<file path="src/rtl/smbus_echo_mc.sv">
// ---------------------------------------------------------------------------
// smbus_echo_mc
//
// Multi-channel SMBus event relay/echo block feeding the LTPI frame builder.
// Each channel detects new local events and changes on the remote event
// stream. It queues the local events, plus an echo acknowledgement of each
// remote event when echo is enabled, in a QDEPTH-deep FIFO. A presenter FSM
// then holds every queued event on the frame-builder side for
// frm_tc_cnt+1 clock ticks.
//
// There are no valid/ready handshakes here. Events are level codes. A new
// local event is a transition from idle to non-idle. A remote event is any
// change of the remote code. Nothing stalls upstream: a write that finds its
// queue full is dropped and recorded in the sticky ovf flag.
//
// Event encoding (4-bit smbus_event_t values as used by the LTPI encoders):
//   0 idle        1 start        2 stop        3 data_0       4 data_1
//   5 start_rcv   6 stop_rcv     7 bit_rcv     8 start_echo   9 stop_echo
//  10 data_0_echo 11 data_1_echo 12 data_rcv_echo
//
// Ports (channel c occupies bits [4c+3:4c] of every event bus):
//   clk              system clock
//   reset            asynchronous, active-high reset
//   frm_tc_cnt       hold length minus one, latched at each pop
//   echo_en          per-channel echo enable
//   ovf_clr          per-channel overflow clear pulse
//   i2c_event_i      remote event in
//   i2c_event_i_echo one-cycle registered copy of a changed remote event
//   i2c_event_o      local event in
//   i2c_event_o_echo event presented to the frame builder
//   q_level          per-channel queue occupancy ($clog2(QDEPTH)+1 bits each)
//   ovf              sticky per-channel queue-overflow flag
//
// Each channel's FSM state is visible as g_ch[c].state for debug and bind.
// ---------------------------------------------------------------------------
module smbus_echo_mc #(
    parameter int NUM_CH = 2,
    parameter int QDEPTH = 4,
    parameter int CNT_W  = 10
) (
    input  logic                                  clk,
    input  logic                                  reset,
    input  logic [CNT_W-1:0]                      frm_tc_cnt,
    input  logic [NUM_CH-1:0]                     echo_en,
    input  logic [NUM_CH-1:0]                     ovf_clr,
    input  logic [4*NUM_CH-1:0]                   i2c_event_i,
    output logic [4*NUM_CH-1:0]                   i2c_event_i_echo,
    input  logic [4*NUM_CH-1:0]                   i2c_event_o,
    output logic [4*NUM_CH-1:0]                   i2c_event_o_echo,
    output logic [($clog2(QDEPTH)+1)*NUM_CH-1:0]  q_level,
    output logic [NUM_CH-1:0]                     ovf
);

    localparam int PW = $clog2(QDEPTH);
    localparam int LW = PW + 1;
    localparam logic [LW-1:0] Q_FULL = LW'(QDEPTH);

    localparam logic [3:0] EV_IDLE          = 4'd0;
    localparam logic [3:0] EV_START         = 4'd1;
    localparam logic [3:0] EV_STOP          = 4'd2;
    localparam logic [3:0] EV_DATA_0        = 4'd3;
    localparam logic [3:0] EV_DATA_1        = 4'd4;
    localparam logic [3:0] EV_START_RCV     = 4'd5;
    localparam logic [3:0] EV_STOP_RCV      = 4'd6;
    localparam logic [3:0] EV_BIT_RCV       = 4'd7;
    localparam logic [3:0] EV_START_ECHO    = 4'd8;
    localparam logic [3:0] EV_STOP_ECHO     = 4'd9;
    localparam logic [3:0] EV_DATA_0_ECHO   = 4'd10;
    localparam logic [3:0] EV_DATA_1_ECHO   = 4'd11;
    localparam logic [3:0] EV_DATA_RCV_ECHO = 4'd12;

    typedef enum logic [1:0] {
        ST_IDLE = 2'd0,
        ST_HOLD = 2'd1,
        ST_GAP  = 2'd2
    } state_t;

    for (genvar c = 0; c < NUM_CH; c++) begin : g_ch

        logic [3:0]       ev_i;
        logic [3:0]       ev_o;
        logic [3:0]       i_ff;
        logic [3:0]       o_ff;
        logic             i_chg;
        logic             o_new;
        logic             i_listed;
        logic             echo_map;
        logic [3:0]       echo_code;
        logic             echo_req;
        logic [3:0]       i_echo_q;

        logic [3:0]       mem [QDEPTH];
        logic [PW-1:0]    wr_ptr;
        logic [PW-1:0]    wr2_ptr;
        logic [PW-1:0]    rd_ptr;
        logic [LW-1:0]    level;
        logic             wr1;
        logic             wr2;
        logic             drop;
        logic             ovf_q;

        state_t           state;
        state_t           state_nx;
        logic [CNT_W-1:0] cnt;
        logic [CNT_W-1:0] cnt_nx;
        logic [CNT_W-1:0] hold_max;
        logic [CNT_W-1:0] hold_max_nx;
        logic [3:0]       out_q;
        logic [3:0]       out_nx;
        logic             pop;

        assign ev_i  = i2c_event_i[4*c +: 4];
        assign ev_o  = i2c_event_o[4*c +: 4];
        assign i_chg = (ev_i != i_ff);
        assign o_new = (ev_o != EV_IDLE) && (o_ff == EV_IDLE);

        // Remote code classification. A listed code is always copied to
        // i2c_event_i_echo. start_rcv is listed but has no echo. stop_rcv
        // echoes as an idle entry, which still occupies a presentation slot.
        always_comb begin
            i_listed  = 1'b1;
            echo_map  = 1'b1;
            echo_code = EV_IDLE;
            case (ev_i)
                EV_START:     echo_code = EV_START_ECHO;
                EV_DATA_0:    echo_code = EV_DATA_0_ECHO;
                EV_DATA_1:    echo_code = EV_DATA_1_ECHO;
                EV_BIT_RCV:   echo_code = EV_DATA_RCV_ECHO;
                EV_STOP:      echo_code = EV_STOP_ECHO;
                EV_STOP_RCV:  echo_code = EV_IDLE;
                EV_START_RCV: echo_map  = 1'b0;
                default: begin
                    i_listed = 1'b0;
                    echo_map = 1'b0;
                end
            endcase
        end

        assign echo_req = i_chg && echo_map;

        // Up to two in-order writes per cycle: the local event first, then the
        // echo. Fullness is judged on the occupancy at the start of the cycle
        // plus any earlier write in the same cycle. A pop in the same cycle
        // does not make room for a write.
        assign wr1     = o_new && (level != Q_FULL);
        assign wr2     = echo_req && echo_en[c] && ((level + LW'(wr1)) != Q_FULL);
        assign wr2_ptr = wr_ptr + PW'(wr1);
        assign drop    = (o_new && !wr1) || (echo_req && echo_en[c] && !wr2);

        always_ff @(posedge clk or posedge reset) begin
            if (reset) begin
                for (int k = 0; k < QDEPTH; k++) begin
                    mem[k] <= EV_IDLE;
                end
                wr_ptr   <= '0;
                rd_ptr   <= '0;
                level    <= '0;
                ovf_q    <= 1'b0;
                i_ff     <= EV_IDLE;
                o_ff     <= EV_IDLE;
                i_echo_q <= EV_IDLE;
            end else begin
                if (wr1) begin
                    mem[wr_ptr] <= ev_o;
                end
                if (wr2) begin
                    mem[wr2_ptr] <= echo_code;
                end
                wr_ptr   <= wr_ptr + PW'(wr1) + PW'(wr2);
                rd_ptr   <= rd_ptr + PW'(pop);
                level    <= level + LW'(wr1) + LW'(wr2) - LW'(pop);
                // A drop in the same cycle as a clear keeps the flag set.
                if (drop) begin
                    ovf_q <= 1'b1;
                end else if (ovf_clr[c]) begin
                    ovf_q <= 1'b0;
                end
                i_ff     <= ev_i;
                o_ff     <= ev_o;
                i_echo_q <= (i_chg && i_listed) ? ev_i : EV_IDLE;
            end
        end

        // Presenter FSM. While in ST_HOLD, out_q is the held event itself, so
        // it decides whether a stop_rcv gap must follow.
        always_comb begin
            state_nx    = state;
            cnt_nx      = cnt;
            hold_max_nx = hold_max;
            out_nx      = out_q;
            pop         = 1'b0;
            unique case (state)
                ST_IDLE: begin
                    if (level != '0) begin
                        pop         = 1'b1;
                        out_nx      = mem[rd_ptr];
                        hold_max_nx = frm_tc_cnt;
                        cnt_nx      = '0;
                        state_nx    = ST_HOLD;
                    end else begin
                        out_nx = EV_IDLE;
                    end
                end
                ST_HOLD: begin
                    if (cnt == hold_max) begin
                        out_nx   = EV_IDLE;
                        cnt_nx   = '0;
                        state_nx = (out_q == EV_STOP_RCV) ? ST_GAP : ST_IDLE;
                    end else begin
                        cnt_nx = cnt + 1'b1;
                    end
                end
                ST_GAP: begin
                    // A full idle frame, hold_max+1 ticks long.
                    if (cnt == hold_max) begin
                        cnt_nx   = '0;
                        state_nx = ST_IDLE;
                    end else begin
                        cnt_nx = cnt + 1'b1;
                    end
                end
                default: begin
                    out_nx   = EV_IDLE;
                    cnt_nx   = '0;
                    state_nx = ST_IDLE;
                end
            endcase
        end

        always_ff @(posedge clk or posedge reset) begin
            if (reset) begin
                state    <= ST_IDLE;
                cnt      <= '0;
                hold_max <= '0;
                out_q    <= EV_IDLE;
            end else begin
                state    <= state_nx;
                cnt      <= cnt_nx;
                hold_max <= hold_max_nx;
                out_q    <= out_nx;
            end
        end

        assign i2c_event_i_echo[4*c +: 4]  = i_echo_q;
        assign i2c_event_o_echo[4*c +: 4]  = out_q;
        assign q_level[LW*c +: LW]         = level;
        assign ovf[c]                      = ovf_q;

    end : g_ch

endmodule

</file>
<file path="config.mk">
export PLATFORM = sky130hd
export DESIGN_NAME = smbus_echo_mc
export DESIGN_NICKNAME = d
export VERILOG_FILES = /design/src/rtl/smbus_echo_mc.sv
export SDC_FILE = /design/constraint.sdc
export NUM_CORES = 1
export LEC_CHECK = 0
export BUFFER_PORTS_ARGS = -buffer_cell sky130_fd_sc_hd__buf_2
export CORE_ASPECT_RATIO = 1.1
export CORE_MARGIN = 2
export CORE_UTILIZATION = 27
export CTS_BUF_LIST = sky130_fd_sc_hd__clkbuf_2
export CTS_CLUSTER_SIZE = 20
export DETAILED_ROUTE_END_ITERATION = 8
export SLEW_MARGIN = 20
export SYNTH_ARGS = -nofsm -noshare
export SYNTH_HDL_FRONTEND = slang
export SYNTH_SLANG_ARGS = --single-unit
</file>
<file path="constraint.sdc">
create_clock -name clk -period 4.1 [get_ports clk]
set_input_delay 0.205 -clock clk [delete_from_list [all_inputs] [get_ports clk]]
set_output_delay 0.205 -clock clk [all_outputs]
set_load 0.02 [all_outputs]
</file>
# Word-level counts from Yosys, hierarchy flattened
# Index checks and enable logic that the tools add are counted.
# classes
n_addsub	14
bitwise_logic	8
n_lt_le_gt_ge	10
reduce_logical	48
muxes	60
eq_ne	34
# ops
operator	count
$bwmux W16	4
$mux W16	4
$mux W4	14
$eq A4 B3 Y1 const B	10
$mux W10	4
$pmux W10 S2	2
$pmux W4 S5	2
$demux W4 S2	4
$pmux W4 S3	2
$add A10 B1 Y10 const B	2
$eq A10 B10 Y1	2
$logic_and A1 B1 Y1	20
$ge A3 B3 Y1 const B	6
$not A2 Y3	6
$bmux W4 S2	2
$eq A4 B2 Y1 const B	4
$mux W2	8
$reduce_or A7 Y1	2
$add A2 B1 Y2	6
$add A3 B1 Y3	4
$lt A3 B1 Y1 const B	4
$mux W1	12
$ne A2 B2 Y1 const B	6
$ne A3 B3 Y1 const B	4
18 further kinds	40
# word_totals
out_inout_bits	24
in_bits	32
elab_cells	204
ff_bits	124

# Logic depth before layout (Yosys ltp)
# depth
depth_word	11
depth_mapped	11
depth_no_buf	11

# Worst setup path after synthesis
# No wires, ideal clock.
# synth_path
path_kind	reg2reg
startpoint	reg g_ch[1].o_ff[1]
endpoint	reg g_ch[1].level[2]
n_path_buf	0
period_less_slack_ns	2.983
arrival_ns	2.852
path_stages_with_launch	11
path_slack_ns	1.117
setup_time_ns	0.130
t_required_ns	3.970
path_cell_list	dfrtp_1 > or4_4 > nor3_4 > ha_1 > ha_1 > nor3_1 > nor3b_4 > ha_1 > fa_1 > xnor2_1 > xnor2_1
# synth_between
elab_chain_cells	8
# synth_lines
element	line_no	source
start: declaration	83	logic [3:0] o_ff;
start signal: assignment	179	o_ff <= ev_o;
$logic_not A4 Y1 *	115	assign o_new = (ev_o != EV_IDLE) && (o_ff == EV_IDLE);
$logic_and A1 B1 Y1 *	115	
$logic_and A1 B1 Y1 *	145	assign wr1 = o_new && (level != Q_FULL);
$add A3 B1 Y3 *	146, 171	
$ne A3 B3 Y1	146	assign wr2 = echo_req && echo_en[c] && ((level + LW'(wr1)) != Q_FULL);
$logic_and A1 B1 Y1	146	
$add A3 B1 Y3 *	171	level <= level + LW'(wr1) + LW'(wr2) - LW'(pop);
$sub A3 B1 Y3 *	171	
end signal: assignment	171	
end: declaration	96	logic [LW-1:0] level;
# Mark *: on every way between the ends. The rest lies on a longest branch, timed or not.
# A chain may end at the register's enable or synchronous reset.

# Worst setup path in the final report
# Same ends and word-level chain as after synthesis.

==> metrics.txt <==
status=finished clean; GPL Wtd Cong=0.7718; Synth Register Bits=124; WL/cell=roughly 14 µm; initial antenna violation count=2; VDD IR max=0.1733 mV; Iteration-0 DRC Markers=227; CTS buffer count=17; largest net degree at the start of global routing=49; CP most frequent cell=ha_1; core footprint=around 24000 µm²; Top FF cell, synth=dfrtp_1; count of pins over their slew limit=0; max cap viols=0; setup slack at placement=0.9637 ns; Critical Path RT=between 4 and 5 ns; Die ar.=25180 µm²; Mapped Avg Cell Area=approximately 11 µm²; Seq/Total Area, Yosys=0.4804; CP bufs+invs=0; Unique masters post-synth=57; Detail Placement HPWL=just under 10000 µm; total grt overflow=0; TritonCTS clock tree=yes; YS warnings=0; clk_skew=0.02137 ns; clock tree buffer depth=2; Synth Instances=570; power after layout=0.004447 W; Post-route DRC=0; Detail Route Antenna Nets=0; Die Width=151.5 µm; ys async rst share=1.000; Port Buffers=between 50 and 60; Worst-Margin Slew=between 0.9 and 1 ns; Gate power share=0.395; 1st-pass router iterations=5; Skew-Pair Late Insertion Delay=0.74 ns; synth-to-layout area growth=16.54%; Post-Syn Area=6459 µm²; WP data arrival=3.82 ns; Root Buffer=clkbuf_2; Die Y=166.2 µm; routed wire length=13920 µm; critical path cell sequence=or4_4 > nor3_4 > ha_1 > ha_1 > nor3_1 > nor3b_4 > ha_1 > fa_1 > xnor2_1 > xnor2_1; H-tree depth=4; TritonCTS Sinks=124; Initial Util=0.2743; share of layout cells above drive strength 1=0.1868; Tcrit/Tclk final=0.7670; slowest stage cell, crit path=or4_4; Rel. slew slack=0.3826; Ports=56; Crit. Startpoint=g_ch[1].o_ff[1]$_DFF_PP0_; Worst-path clk slew=0.22 ns; crit path time final=3.145 ns; P_sw=0.001820 W; Worst Path Class, Setup=flip-flop to flip-flop; setup TNS=0 ns; Reg2Reg Setup Slack=between 0.9 and 1 ns; first-pass GRT wire length=23120 µm; Post-synth EDFFs=0; RSZ-0062 raised after global routing=false; clock group share of total power=0.171; DR vias=4417; Setup crit end kind=flip-flop; worst hold path class=primary input to async pin; vias per cell=around 4.5; critical path peak fanout=6; gr usage total=0.1176; startpoint type of the worst setup path=flip-flop; Final Util=0.3196; # resized after CTS=0; Final Hold Fails=0; Switching Share=0.4092; sequential group share of total power=0.435; setup ws final=approximately 0.96 ns; Final #Nets=712; Int Pwr=~0.0026 W; vias in the first global route=about 4400; RR Startpoint=g_ch[1].o_ff[1]$_DFF_PP0_; CP delay by family, top=simple AND/OR/NAND/NOR gates; Final setup viols=0; Static Leak=approximately 3.4 nW; pwr dens=590.8 nW/µm²; FILL cells=2380; Max Freq=318.0 MHz; CP max stage delay=0.55 ns; FP Rows=59
==> state kept, by name (all words and copies together), names as in the netlist <==
| register | flops |
|---|---|
| g_ch.mem | 32 |
| g_ch.cnt | 20 |
| g_ch.hold_max | 20 |
| g_ch.i_echo_q | 8 |
| g_ch.i_ff | 8 |
| g_ch.o_ff | 8 |
| g_ch.out_q | 8 |
| g_ch.level | 6 |
| g_ch.rd_ptr | 4 |
| g_ch.state | 4 |
| g_ch.wr_ptr | 4 |
| g_ch.ovf_q | 2 |
==> synthesized netlist by cell type, types with 7 or more instances <==
| library cell | instances | area, µm² |
|---|---|---|
| and3_1 | 9 | 56.30 |
| nand3_1 | 15 | 75.07 |
| o21ai_0 | 8 | 40.04 |
| nor2b_1 | 11 | 68.82 |
| buf_6 | 7 | 78.83 |
| xnor2_1 | 26 | 227.7 |
| o21ai_1 | 9 | 45.04 |
| mux2_1 | 8 | 90.09 |
| mux2i_1 | 68 | 680.7 |
| dfrtp_1 | 124 | 3103 |
| and3b_1 | 8 | 70.07 |
| ha_1 | 22 | 275.3 |
| xor2_1 | 14 | 122.6 |
| nand2_1 | 87 | 326.6 |
| nor2_1 | 13 | 48.80 |
| clkbuf_1 | 7 | 26.28 |
| inv_1 | 22 | 82.58 |
| nor3_1 | 10 | 50.05 |
| mux4_2 | 8 | 180.2 |
==> power groups by stage <==
| stage | sequential, W | clock [W] | combinational (W) |
|---|---|---|---|
| floorplan | 0.00194 | 0 | 0.00129 |
| global placement | 0.00195 | 0 | 0.00172 |
| finish | 0.00193 | 0.000760 | 0.00175 |
| global route | 0.00200 | 0.000857 | 0.00197 |
| CTS | 0.00194 | 0.000792 | 0.00179 |
| detailed placement | 0.00196 | 0 | 0.00175 |
==> worst reg2reg max path, stage by stage (launching register included) <==
cell and delay [ns]:
dfrtp_1 0.41, or4_4 0.55, nor3_4 0.26, ha_1 0.19, ha_1 0.26, nor3_1 0.34, nor3b_4 0.11, ha_1 0.22
fa_1 0.43, xnor2_1 0.17, xnor2_1 0.14
==> routing by layer <==
| layer | track usage | up-vias | share of wire |
|---|---|---|---|
| met2 | 0.1745 | 73 | 0.45 |
| li1 | - | 2165 | - |
| met3 | 0.03214 | 15 | 0.038 |
| met4 | 0.03657 | 0 | 0.012 |
| met5 | 0 | - | 0 |
| met1 | 0.1663 | 2164 | 0.50 |
==> cells by family after synthesis <==
family                   Yosys count  synth area share
AND/OR/NAND/NOR                  200            0.1730
flip-flops                       124            0.4804
multiplexers                      85            0.1490
AO/OA/AOI/OAI                     51           0.05676
buffers and inverters             45           0.03720
XOR/XNOR                          40           0.05424
adder cells (fa/ha/maj)           24           0.04882
other                              1         0.0005806
==> layout make-up <==
type | count | area, µm² | area share
multi-input cells | 402 | 3124 | 0.4151
clock inverters | 15 | 140.1 | 0.01862
clock buffers | 17 | 85.08 | 0.01130
flip-flops and latches | 124 | 3103 | 0.4122
diodes | 2 | 5.005 | 0.0006649
inverters | 22 | 85.08 | 0.01130
well taps | 305 | 381.6 | 0.05070
repair buffers | 89 | 603.1 | 0.08012
==> metrics by stage <==
stage / hold WS [ns] / cells / cell area [µm²]
after floorplan: 0.2364 / 571 / 6462
after global placement: 0.3432 / 913 / 7007
after detailed placement: 0.3427 / 913 / 7007
after CTS: 0.04122 / 974 / 7522
after global routing: 0.04390 / 976 / 7527
final: 0.06940 / 976 / 7527
==> repair_timing <==
| item | CTS | global route |
|---|---|---|
| hold buffers | 29 | 0 |
| setup buffers | 0 | 0 |
| hold endpoints to repair | 122 | 0 |
==> worst paths after layout <==
check,cells past startpoint,endpoint
min reg2reg,2,g_ch[1].hold_max[0]$_DFFE_PP0P_
max reg2reg,10,g_ch[1].level[2]$_DFF_PP0_
min in group clk,4,g_ch[0].ovf_q$_DFFE_PP0P_
min,3,g_ch[1].cnt[3]$_DFFE_PP0P_
max in group asynchronous,4,g_ch[1].i_ff[2]$_DFF_PP0_
max,10,g_ch[1].level[2]$_DFF_PP0_
==> layout by cell type, fill, tap and decap left out, types with 9 or more instances in the layout <==
cell type / netlist / layout
and3_1: 9 / 9
nand2_1: 87 / 87
xnor2_1: 26 / 26
inv_1: 22 / 21
buf_2: 6 / 55
o21ai_1: 9 / 9
nor3_1: 10 / 10
nor2b_1: 11 / 11
mux2i_1: 68 / 68
clkbuf_2: 0 / 17
nor2_1: 13 / 13
xor2_1: 14 / 14
nand3_1: 15 / 15
dlygate4sd3_1: 0 / 29
dfrtp_1: 124 / 124
ha_1: 22 / 22
No activity file was read; power rests on OpenSTA's default activity.
